## src/rtl/grf_pkg.sv

```systemverilog
// grf_pkg: shared defaults and constants for the scoreboarded register file.
package grf_pkg;
    localparam int DATA_W_DEF = 32;
    localparam int ADDR_W_DEF = 5;
    localparam int NREAD_DEF  = 2;
    localparam int ZERO_REG   = 0;
endpackage

```

## src/rtl/grf_bypass_port.sv

```systemverilog
// grf_bypass_port: one read port with array select, write bypass and busy masking.
module grf_bypass_port
    import grf_pkg::*;
#(
    parameter int DATA_W = DATA_W_DEF,
    parameter int ADDR_W = ADDR_W_DEF
) (
    input  logic [2**ADDR_W-1:0][DATA_W-1:0] mem,
    input  logic [2**ADDR_W-1:0]             busy,
    input  logic [ADDR_W-1:0]                addr,
    input  logic                             wr_en,
    input  logic [ADDR_W-1:0]                wr_addr,
    input  logic [DATA_W-1:0]                wr_data,
    input  logic                             iss_en,
    input  logic [ADDR_W-1:0]                iss_addr,
    output logic [DATA_W-1:0]                data,
    output logic                             pending
);
    logic live, hit;
    // A register being written reads the new value and is only busy if re-claimed now.
    always_comb begin
        live    = addr != ADDR_W'(ZERO_REG);
        hit     = live && wr_en && wr_addr == addr;
        data    = hit ? wr_data : live ? mem[addr] : '0;
        pending = live && (hit ? (iss_en && iss_addr == addr) : busy[addr]);
    end
endmodule

```

## src/rtl/grf_scoreboard.sv

```systemverilog
// grf_scoreboard: flop register file with per-register busy scoreboard and busy count.
module grf_scoreboard
    import grf_pkg::*;
#(
    parameter int DATA_W = DATA_W_DEF,
    parameter int ADDR_W = ADDR_W_DEF,
    parameter int NREAD  = NREAD_DEF
) (
    input  logic                    clk,
    input  logic                    reset,
    input  logic                    writable,
    input  logic [ADDR_W-1:0]       writeAddr,
    input  logic [DATA_W-1:0]       writeData,
    input  logic [NREAD*ADDR_W-1:0] readAddr,
    output logic [NREAD*DATA_W-1:0] readData,
    input  logic                    issueValid,
    input  logic [ADDR_W-1:0]       issueAddr,
    output logic [NREAD-1:0]        readBusy,
    output logic [ADDR_W:0]         busyCount
);
    localparam int DEPTH = 2**ADDR_W;
    logic [DEPTH-1:0][DATA_W-1:0] mem;
    logic [DEPTH-1:0]             busy;
    logic [ADDR_W:0]              count;
    logic                         wr, iss, inc, dec;
    // Count tracks the busy vector: a same-register issue+write keeps the bit set.
    always_comb begin
        wr  = writable && writeAddr != ADDR_W'(ZERO_REG);
        iss = issueValid && issueAddr != ADDR_W'(ZERO_REG);
        inc = iss && !busy[issueAddr];
        dec = wr && busy[writeAddr] && !(iss && issueAddr == writeAddr);
    end
    always_ff @(posedge clk) begin
        if (reset) begin
            mem   <= '0;
            busy  <= '0;
            count <= '0;
        end else begin
            if (wr) begin
                mem[writeAddr]  <= writeData;
                busy[writeAddr] <= 1'b0;
            end
            if (iss) busy[issueAddr] <= 1'b1;
            count <= count + {{ADDR_W{1'b0}}, inc} - {{ADDR_W{1'b0}}, dec};
        end
    end
    assign busyCount = count;
    for (genvar i = 0; i < NREAD; i++) begin : g_port
        grf_bypass_port #(.DATA_W(DATA_W), .ADDR_W(ADDR_W)) u_port (
            .mem     (mem),
            .busy    (busy),
            .addr    (readAddr[i*ADDR_W +: ADDR_W]),
            .wr_en   (wr),
            .wr_addr (writeAddr),
            .wr_data (writeData),
            .iss_en  (iss),
            .iss_addr(issueAddr),
            .data    (readData[i*DATA_W +: DATA_W]),
            .pending (readBusy[i])
        );
    end
endmodule

```

## config.mk

```make
export PLATFORM = sky130hd
export DESIGN_NAME = grf_scoreboard
export DESIGN_NICKNAME = d
export VERILOG_FILES = /design/src/rtl/grf_pkg.sv /design/src/rtl/grf_bypass_port.sv /design/src/rtl/grf_scoreboard.sv
export SDC_FILE = /design/constraint.sdc
export NUM_CORES = 2
export LEC_CHECK = 0
export ABC_CLOCK_PERIOD_IN_PS = 4200
export CAP_MARGIN = 20
export CORE_UTILIZATION = 35
export DETAILED_ROUTE_END_ITERATION = 8
export GPL_TIMING_DRIVEN = 0
export PLACE_DENSITY = 0.57
export SLEW_MARGIN = 30
export SYNTH_ARGS = -nofsm -noshare
export SYNTH_HDL_FRONTEND = slang
export SYNTH_SLANG_ARGS = --single-unit
```

## constraint.sdc

```tcl
create_clock -name clk -period 4.2 [get_ports clk]
set_input_delay 0.63 -clock clk [delete_from_list [all_inputs] [get_ports clk]]
set_output_delay 0.63 -clock clk [all_outputs]
set_load 0.05 [all_outputs]
```

Word level (Yosys, flattened, before mapping)
Cells that the tools add are included.

operators by class
  add/subtract/negate cells = 2
  magnitude comparators = 6
  equality and inequality tests = 5
  multiplexer cells = 28
  bitwise operators = 3
  reduce and logical (&&, ||, !) cells = 22

operators by type and width
  cell                                                               count
  bitwise mux 1024 bit                                               1
  binary-select mux 32 bit (select 5 bit)                            2
  2-to-1 mux 32 bit                                                  10
  demux 32 bit (select 5 bit)                                        1
  bitwise AND 32 bit                                                 1
  inverter 32 bit                                                    1
  OR 32 bit                                                          1
  equality test 5 bit                                                5
  less-than comparator 5 x 6 -> 1 bit, second input constant         4
  binary-select mux 1 bit (select 5 bit)                             4
  nonzero test 5 bit                                                 4
  logical AND 1 bit                                                  16
  demux 1 bit (select 5 bit)                                         2
  greater-or-equal comparator 5 x 1 -> 1 bit, second input constant  2
  2-to-1 mux 1 bit                                                   8
  adder 6 x 1 -> 6 bit                                               1
  subtractor 6 x 1 -> 6 bit                                          1
  zero test 1 bit                                                    2

word-level totals
  flip-flop bits (word level) = 1,062
  bits of input ports = 56
  output and inout port bits = 72
  word-level logic and storage cells = 100

Depth between registers and ports, before layout
  depth after elaboration = 10
  mapped depth = 16
  mapped depth without buffers = 14

Modules after synthesis
From an unflattened synthesis, not the netlist that was laid out.

second synthesis, totals
  cell total of the unflattened synthesis = 6,288
  area, all modules = 55,612.1 µm²

by module, submodules not included
  module           instances  cells each  area each (µm²)  seq. area each (µm²)
  grf_scoreboard   1          4,770       37,840.0         21,260.4
  grf_bypass_port  2          759         8,886.0          0.0

Worst setup path before layout
OpenSTA, ideal clock, no wires.

  kind = in2out
  start = input readAddr[5]
  end = output readData[58]
  arrival time = 3.460 ns
  data required time = 3.570 ns
  slack = 0.110 ns
  stages = 8
  buffers on the path = 4
  cell sequence = buf_6 buf_12 or3b_1 buf_6 buf_6 o221ai_1 a221oi_1 o41ai_1

on the way
  longest elaborated chain between the ends = 4
  elaborated cells on any way between the ends = 8
  classes of those cells = eq/ne (1); mux (4); reduce/logical (3)

RTL lines
  item                                                                                  RTL line                                      RTL
  start, declared                                                                       grf_scoreboard.sv:14                          input logic [NREAD*ADDR_W-1:0] readAddr,
  binary-select mux 32 bit (select 5 bit) / nonzero test 5 bit (equally long branches)  grf_bypass_port.sv:24, grf_bypass_port.sv:22
  2-to-1 mux 32 bit (implied by the code) / logical AND 1 bit (equally long branches)   grf_bypass_port.sv:24, grf_bypass_port.sv:23
  2-to-1 mux 32 bit / logical AND 1 bit (equally long branches)                         grf_bypass_port.sv:24, grf_bypass_port.sv:23
  2-to-1 mux 32 bit (*)                                                                 grf_bypass_port.sv:24                         data = hit ? wr_data : live ? mem[addr] : '0;
  end, declared                                                                         grf_scoreboard.sv:15                          output logic [NREAD*DATA_W-1:0] readData,

Every way passes the cells marked *; elsewhere a longest branch is shown, timed or not. The select of a mux whose other input is x is not followed.

Final worst setup path
  start = input readAddr[3]
  end = output readData[21]

The elaborated chain is that of the path after synthesis.

==> impl_results.md <==
- Status: complete, but fails checks
- Failing checks: setup timing
- Crit path largest cell delay: 0.51 ns
- Syn avg cell area: 8.72 µm²
- Most frequent cells in the layout: 2098 x nand2_1, 1062 x dfxtp_1, 1022 x a21oi_1, 399 x clkbuf_1, 389 x mux4_2
- Post-synth net total: 6380
- CP Cell Sequence: clkdlybuf4s15_2, clkbuf_8, nand2b_1, nor2_2, clkbuf_4, a22oi_1, nand2_1, o32a_2, clkdlybuf4s15_2
- Reg2Reg Setup Slack: 0.95 ns
- Top FF cell, synth: dfxtp_1
- Most common cell after layout, fill and taps aside: nand2_1
- H-tree depth: 4
- CTS Buf Count: around 130
- Leakage: 21.6 nW
- Pre-CTS setup slack: -2.03 ns
- CTS root buf: clkbuf_16
- VDD IR max: 399 µV
- # DRC: 0
- Synth warnings: 0
- Final hold vios: 0
- Port Buffer Count: 85
- Worst hold-check path type: in -> reg
- Mapped Area: 55100 µm²
- Worst path slowest cell: nor2_2
- Final worst setup slack: -0.129 ns
- Worst Setup End Kind: output port
- Actual slew at the worst max-slew pin: 1.18 ns
- WP buf/inv: 4
- Hold_buf cts: 0
- CP max FO: 10
- Layout area overhead: 17.1%
- Post-DRT Antenna Nets: 0
- Layout Skew: 0.0246 ns
- Max Cap Viol: 0
- Final WL: 330 mm
- Initial antenna violation count: 34
- Die Ht: 399 µm
- Setup CP Type: in -> out
- Starting Density: 0.353
- Final HPWL DP: 248 mm
- Hold WS: 0.135 ns
- Layout cell share with drive strength beyond 1: 0.188
- Worst EP required: 3.57 ns
- CTS sink cnt: 1062
- RSZ-0062 raised after global routing: yes
- Total power: 25.4 mW
- Die Area: 159000 µm²
- Number of synthesized flops with an enable pin: 0
- Synth Register Bits: 1062
- Pre-antenna DRT Iters: 8
- Max frequency: 231 MHz
- Max Buffers Root-to-Sink: 3
- Core footprint: roughly 160000 µm²
- GPL Wtd Cong: between 1 and 1.5
- Overflow after GRT: 0
- Die X: 399 µm
- Max Slew Vio Count: 0
- Core Rows: 145
- Pin count of the biggest net entering global routing: 17
- Synth top area cells: dfxtp_1 39%, mux4_2 16%, nand2_1 14%, a21oi_1 9.3%, clkbuf_1 3.1%
- Final setup fails: 46
- Global-route wire length before repair: 438 mm
- Cells after Synth: 6317
- Asr flop ratio synth: 0
- Worst slew margin: 0.216
- Yosys top cell by area: dfxtp_1
- Register area share after synthesis: 0.386
- Vias in the first global route: slightly above 50000
- Drt initial violations: 9287
- Power per cell area: 393 nW/µm²
- Drt via density: roughly 6.4
- Setup crit start kind: input port
- CTS tree: done
- Tmin final: 4.33 ns
- Clock slew at reported path FFs: 0.06 ns
- Unique cell type count in the Yosys netlist: between 60 and 70
- Fin crit share: 1.03
- Family with the most delay on the worst path: buffers and inverters
- GRT Total Usage: 0.406
- Via Count: 56100
- Final #Nets: 6628
- Clk_lat worst skew: between 0.7 and 0.8 ns
- Arrival time at the worst endpoint: roughly 3.7 ns
- Routed length per instance: between 30 and 40 µm
- Synth top area share: 0.386
- IO Count: between 100 and 150
- Crit-path most repeated cell: clkdlybuf4s15_2
-- layer usage --
layer,vias up,global-route usage,routed length (µm)
met1,27800,0.506,121000
met3,1089,0.149,45800
li1,22700,-,-
met5,-,0,126
met4,20,0.303,30000
met2,4411,0.570,133000
-- metrics by stage --
step / cell area, µm² / instances / util / setup TNS, ns
finish: 64500 / 8736 / 0.413 / -2.36
global route: 64500 / 8721 / 0.413 / -0.147
floorplan: 55100 / 6317 / - / 0
detailed placement: 59100 / 8482 / 0.378 / -100.20
CTS: 64400 / 8721 / 0.412 / 0
global placement: 58500 / 8460 / 0.374 / -237.93
-- cell families after synthesis --
group	share of synthesized area
buf+inv	0.0571
fa+ha+maj	0.00173
xor+xnor	0.00445
mux	0.228
compound gates	0.152
simple gates	0.171
flops	0.386
-- cell usage after synthesis (all sizes together), types with 10 or more instances --
cell and instances:
o22ai 88, mux2 134, mux4 415, nand2 2104, a22oi 126, o221ai 33, mux2i 159, o22a 12
a211oi 29, dfxtp 1062, o211ai 16, buf 207, a32o 31, o32a 14, a221o 32, inv 10
nand2b 12, nor2b 43, a21oi 1022, xor2 12, xnor2 16, clkbuf 459, nor2 122, nand3 23
nor3 41
-- final timing paths --
check / cells past startpoint / endpoint / start
worst max register to register: 13 / busyCount[4] / busy[23]
worst min-delay path: 3 / mem[61] / writeData[29]
worst min register to register: 2 / mem[200] / mem[200]
worst max-delay path: 9 / readData[21] / readAddr[3]
-- timing repair --
item	in CTS	in global routing
gates resized for setup	506	79
buffers inserted	9	0
endpoints found under the setup margin	66	53
pin swaps	13	12
-- power by group --
part | total (mW) | internal [mW] | switching, mW
clock network | 11.7 | 6.69 | 5.05
logic | 3.39 | 0.864 | 2.53
registers | 10.2 | 10.2 | 0.0766
total | 25.4 | 17.7 | 7.66
-- worst register-to-register path, stage by stage (launching register included) --
cell     delay (ns)
dfxtp_1        0.36
mux4_2         0.47
mux4_2         0.47
a21oi_1        0.16
nand3_1        0.13
ha_1           0.30
inv_1          0.04
ha_1           0.20
fa_1           0.43
a21oi_1        0.15
nor2_1         0.06
nor2_1         0.11
xor2_1         0.15
nor2_1         0.05
-- flip-flops by register name, indices dropped and copies added, names as in the netlist --
| register | count |
|---|---|
| busyCount | 6 |
| busy | 32 |
| mem | 1024 |
-- final cells by class --
cell class | instances | area (µm²)
inverter | 10 | 37.5
clock inverter | 32 | 407
tap | 2058 | 2570
buffer | 669 | 3590
fill | 15800 | 91700
sequential | 1062 | 21300
antenna | 15 | 37.5
timing repair buffer | 116 | 1230
multi-input combinational | 4574 | 31400
clock buffer | 200 | 3930
Note: power is estimated with default switching activity, not from simulation.
